## config.mk

```make
export PLATFORM = sky130hd
export DESIGN_NAME = lut_gate_array
export DESIGN_NICKNAME = d
export VERILOG_FILES = /design/src/rtl/lut_gate_pkg.sv /design/src/rtl/lut2_mux.sv /design/src/rtl/mux2_1.sv /design/src/rtl/lut_gate_array.sv
export SDC_FILE = /design/constraint.sdc
export NUM_CORES = 1
export LEC_CHECK = 0
export ABC_AREA = 1
export ABC_CLOCK_PERIOD_IN_PS = 1200
export CAP_MARGIN = 20
export CORE_MARGIN = 2
export CORE_UTILIZATION = 35
export DETAILED_ROUTE_END_ITERATION = 7
export GPL_TIMING_DRIVEN = 1
export PLACE_DENSITY = 0.69
export SYNTH_ARGS = -nofsm -noshare
export SYNTH_HDL_FRONTEND = slang
export SYNTH_SLANG_ARGS = --single-unit
```

## constraint.sdc

```tcl
create_clock -name clk -period 1.2 [get_ports clk]
set_clock_uncertainty 0.1 [all_clocks]
set_input_delay 0.18 -clock clk [delete_from_list [all_inputs] [get_ports clk]]
set_output_delay 0.18 -clock clk [all_outputs]
set_load 0.05 [all_outputs]
```

## src/rtl/lut_gate_pkg.sv

```systemverilog
// Shared constants and reset-table lookup for the programmable 2-input gate array.
// Latency: n/a (package).
// Backpressure: n/a (package).
package lut_gate_pkg;

   // Truth tables indexed by {a_bit, b_bit}: bit0=f(0,0) .. bit3=f(1,1)
   localparam logic [3:0] TT_NAND = 4'b0111;
   localparam logic [3:0] TT_NOR  = 4'b0001;
   localparam logic [3:0] TT_XOR  = 4'b0110;
   localparam logic [3:0] TT_AND  = 4'b1000;

   // Power-on contents of each function slot; slots past the four defaults start empty
   function automatic logic [3:0] reset_tt(input int slot);
      case (slot)
         0:       reset_tt = TT_NAND;
         1:       reset_tt = TT_NOR;
         2:       reset_tt = TT_XOR;
         3:       reset_tt = TT_AND;
         default: reset_tt = 4'b0000;
      endcase
   endfunction

endpackage

```

## src/rtl/lut2_mux.sv

```systemverilog
// 1-bit programmable 2-input gate: 4:1 mux over a truth table, selected by {a, b}.
// Latency: combinational.
// Backpressure: none.
module lut2_mux (
   input  logic [3:0] tt,
   input  logic       a,
   input  logic       b,
   output logic       y
);

   logic m_a0;
   logic m_a1;

   // First level picks on b within each a half, second level picks on a
   mux2_1 u_mux_a0 (.d0(tt[0]), .d1(tt[1]), .sel(b), .y(m_a0));
   mux2_1 u_mux_a1 (.d0(tt[2]), .d1(tt[3]), .sel(b), .y(m_a1));
   mux2_1 u_mux_y  (.d0(m_a0),  .d1(m_a1),  .sel(a), .y(y));

endmodule

```

## src/rtl/mux2_1.sv

```systemverilog
// 1-bit 2:1 multiplexer primitive.
// Latency: combinational.
// Backpressure: none.
module mux2_1 (
   input  logic d0,
   input  logic d1,
   input  logic sel,
   output logic y
);

   // Select d1 when sel is high, otherwise d0
   always_comb begin
      y = sel ? d1 : d0;
   end

endmodule

```

## src/rtl/lut_gate_array.sv

```systemverilog
// Registered array of programmable 2-input gates with software-writable function slots.
// Latency: 1 cycle from accept to out_valid; 1 result/cycle when out_ready is held high.
// Backpressure: in_ready = !out_valid || out_ready; result held stable while out_ready=0.
module lut_gate_array
   import lut_gate_pkg::*;
#(
   parameter int WIDTH  = 8,
   parameter int NUM_FN = 4,
   parameter int CNT_W  = 16,
   localparam int FN_W  = $clog2(NUM_FN)
) (
   input  logic             clk,
   input  logic             rst_n,
   input  logic             in_valid,
   output logic             in_ready,
   input  logic [WIDTH-1:0] in_a,
   input  logic [WIDTH-1:0] in_b,
   input  logic [FN_W-1:0]  in_fn,
   output logic             out_valid,
   input  logic             out_ready,
   output logic [WIDTH-1:0] out_y,
   input  logic             cfg_we,
   input  logic [FN_W-1:0]  cfg_slot,
   input  logic [3:0]       cfg_tt,
   output logic [CNT_W-1:0] done_cnt
);

   logic [3:0]       tt_q [NUM_FN];
   logic [3:0]       tt_sel;
   logic [WIDTH-1:0] y_next;
   logic             accept;
   logic             consume;

   // Handshake: single-stage register, ready only depends on out_ready combinationally
   always_comb begin
      in_ready = !out_valid || out_ready;
      accept   = in_valid && in_ready;
      consume  = out_valid && out_ready;
   end

   // Table is read from the registered slot, so a same-cycle write is seen only by later accepts
   always_comb begin
      tt_sel = tt_q[in_fn];
   end

   // Slot register file; writes go straight in and never touch the output register
   always_ff @(posedge clk or negedge rst_n) begin
      if (!rst_n) begin
         for (int s = 0; s < NUM_FN; s++) begin
            tt_q[s] <= reset_tt(s);
         end
      end else if (cfg_we) begin
         tt_q[cfg_slot] <= cfg_tt;
      end
   end

   for (genvar i = 0; i < WIDTH; i++) begin : g_bit
      lut2_mux u_lut (
         .tt (tt_sel),
         .a  (in_a[i]),
         .b  (in_b[i]),
         .y  (y_next[i])
      );
   end

   // Output pipeline register: load on accept, drop valid when consumed without refill
   always_ff @(posedge clk or negedge rst_n) begin
      if (!rst_n) begin
         out_valid <= 1'b0;
         out_y     <= '0;
      end else if (accept) begin
         out_valid <= 1'b1;
         out_y     <= y_next;
      end else if (consume) begin
         out_valid <= 1'b0;
      end
   end

   // Count consumed results, wrapping naturally at 2^CNT_W
   always_ff @(posedge clk or negedge rst_n) begin
      if (!rst_n) begin
         done_cnt <= '0;
      end else if (consume) begin
         done_cnt <= done_cnt + CNT_W'(1);
      end
   end

endmodule

```

==> impl_metrics.toml <==
[final_layout]
drive_gt1_frac = 0.392
final_common_cell = "nand2_1"
final_cell_mix = "nand2_1, buf_12, inv_1, clkdlybuf4s50_1, buf_4"
design_area_um2 = 4130
fin_nets = 455
n_fill_cell = 479
n_antenna_cell = 0
seqCellArea_um2 = 1060
multi_input_area_um2 = 1420
syn2layout_area_growth_pct = 79.0

[synth]
synth-simple-area-share = 0.399
synthArstFlopShare = 1.00
yosysTopAreaCellShare = 0.369
netlist_area_um2 = 2310
synthCells = 315
muxShareOfSynthArea = 0
synthAdderAreaFrac = 0.00542
synth-seq-cells = 41
synthesis.nets = 345
synth_seq_area_share = 0.448
synth_compound_area_frac = 0.0564
synth_edf_count = 0
ys_types = 23
synth_warnings = 0
synth_top_family_by_area = "simple AND/OR/NAND/NOR gates"
synth_area_leaders = "dfrtp_1, nand2_1, dfstp_2, nand3_1, inv_1"
synth_area_per_cell_um2 = 7.32
synth_top_cell_by_area = "dfrtp_1"
yosys.area_share.xor_xnor = 0.0266
ys.flop_type = "dfrtp_1"

[setup_path]
path_depth = 8
crit_path_start_kind = "flop"
rr_worst_depth = 8
path_cells = "ha_4, nand3_4, nor2_4, nand2_4, nor3_4, nand2_1, nand2_1, nand2_1"
max_stage_delay_ns = 0.41
critPathBufInv = 0
path_class = "reg2reg"
crit_path_frequent_cell = "nand2_1"
worstPathRequired_ns = 1.30
worstPathMaxFanout = 3
critical_path.slowest_cell = "dfrtp_2"
worstSetupEndpointType = "flop"
worstPathArrival_ns = 1.57
critical_path.top_delay_family = "simple AND/OR/NAND/NOR gates"

[place]
pre_cts_ws_ns = -0.495
place.gp.congestion = 0.882
io_buffers = 54
placed_cell_area_um2 = 3520
dp_hpwl_um = 4540

[timing]
fmax_mhz = 683
fin_crit_sh = 1.22
hold_violations = 0
slew_headroom = 0.770
hold_ws_ns = 0.265
finalMaxSlewViolations = 0
setup_violations = 40
setup_ws_ns = -0.263
tightest_slew_ns = 0.344
period_needed_ns = 1.46
rsz0062_at_grt = "yes"
setup_tns_ns = -4.93

[pwr]
pwr_density_cell_nw_per_um2 = 1670
vdd_drop_max_mv = 1.01
p_leak_nw = 1.99
p_total_mw = 6.91

[route]
firstDrtPassIters = 4
viasPerCell = 4.94
wl_per_cell_um = 13.5
drc = 0
routed_wl_um = 6800
drt-initial-drc-count = 116
ant_nets = 0
via_count = 2486

[die]
dieWidth_um = 85.2
die_y_um = 85.2
die-area_um2 = 7260
fp-row-count = 29
coreArea_um2 = 6350
start_util = 0.363
ios = 55

[global_route]
gr-total-overflow = 0
grt_start_max_net_pins = 42
grt_pass1_wl_um = 10800
grt_usage = 0.185
grt_pass1_vias = 2380
antenna_found_initial = 0

[status]
violations = "negative setup slack"
status = "complete, but fails checks"

[run]
max-cap-violations = 0

[hold_path]
hold_path.class = "in2async"

[cts]
cts_tree = "yes"
clkTransAtPathRegs_ns = 0.09
cts_num_sinks = 41
insertion_delay_ns = 0.30
cts.htree.levels = 2
cts_made_buffers = 5
clockRootBuffer = "clkbuf_8"
clk_path_buf_depth = 2
## logic make-up (layout without fill, tap and decap cells)
group                    after synthesis  after routing
buffers and inverters                 37            148
XOR/XNOR                               7              7
flip-flops                            41             41
AND/OR/NAND/NOR                      203            203
AO/OA/AOI/OAI                         26             26
adder cells (fa/ha/maj)                1              1
## worst reg2reg max path, cell delays in order, from the launching register on
cell and delay [ns]:
dfrtp_2 0.41, ha_4 0.16, nand3_4 0.10, nor2_4 0.15
nand2_4 0.07, nor3_4 0.21, nand2_1 0.07, nand2_1 0.05
nand2_1 0.04
## cells in the mapped netlist (5+ instances only)
library cell / n
inv_1: 32
nand3b_1: 9
nor2_1: 12
dfrtp_1: 34
nand3_1: 28
o21ai_0: 18
nand3_2: 5
xor2_1: 6
o21ai_1: 6
nand2_1: 134
dfstp_2: 7
## worst paths after layout
check | from | to | slack [ns]
setup / recovery | done_cnt[1] | done_cnt[10] | -0.26
hold / removal | rst_n | done_cnt[15] | 0.26
setup reg to reg | done_cnt[1] | done_cnt[10] | -0.26
hold reg to reg | tt_q[2] | tt_q[2] | 0.39
max in group asynchronous | rst_n | tt_q[3] | 0.45
min in group clk | cfg_tt[3] | tt_q[3] | 0.36
## area by class of cell
class | count | share of cell area
Multi-Input combinational cell | 237 | 0.344
Timing Repair Buffer | 106 | 0.319
Inverter | 34 | 0.0364
Clock inverter | 2 | 0.00364
Clock buffer | 6 | 0.0176
Sequential cell | 41 | 0.256
Tap cell | 77 | 0.0233
## where the power goes
group,total [mW],leakage (nW),switching [mW],internal (mW)
combinational,3.94,1.47,1.98,1.96
clock,0.940,0.0374,0.530,0.411
sequential,2.03,0.477,0.314,1.72
## registers in the layout, summed over array words and instances, names as in the netlist
| signal | cells |
|---|---|
| done_cnt | 16 |
| out_valid | 1 |
| tt_q | 16 |
| out_y | 8 |
## through the flow
stage,cells,util
floorplan,315,-
global placement,472,0.554
detailed placement,472,0.554
CTS,494,0.609
global route,503,0.650
finish,503,0.650
## what timing repair did
action	4_1_cts	5_1_grt
resized for setup	41	48
endpoints found under the hold margin	41	0
endpoints found under the setup margin	39	42
hold buffers	1	0
setup buffers	14	10
pin swaps	8	29
## per-layer routing
metal  GRT usage  up-vias  share of wire
li1            -     1229              -
met1       0.235     1181           0.42
met2       0.313       59           0.51
met3      0.0360       17          0.038
met4      0.0664        0          0.025
met5           0        -              0
No activity file was read; power rests on OpenSTA's default activity.
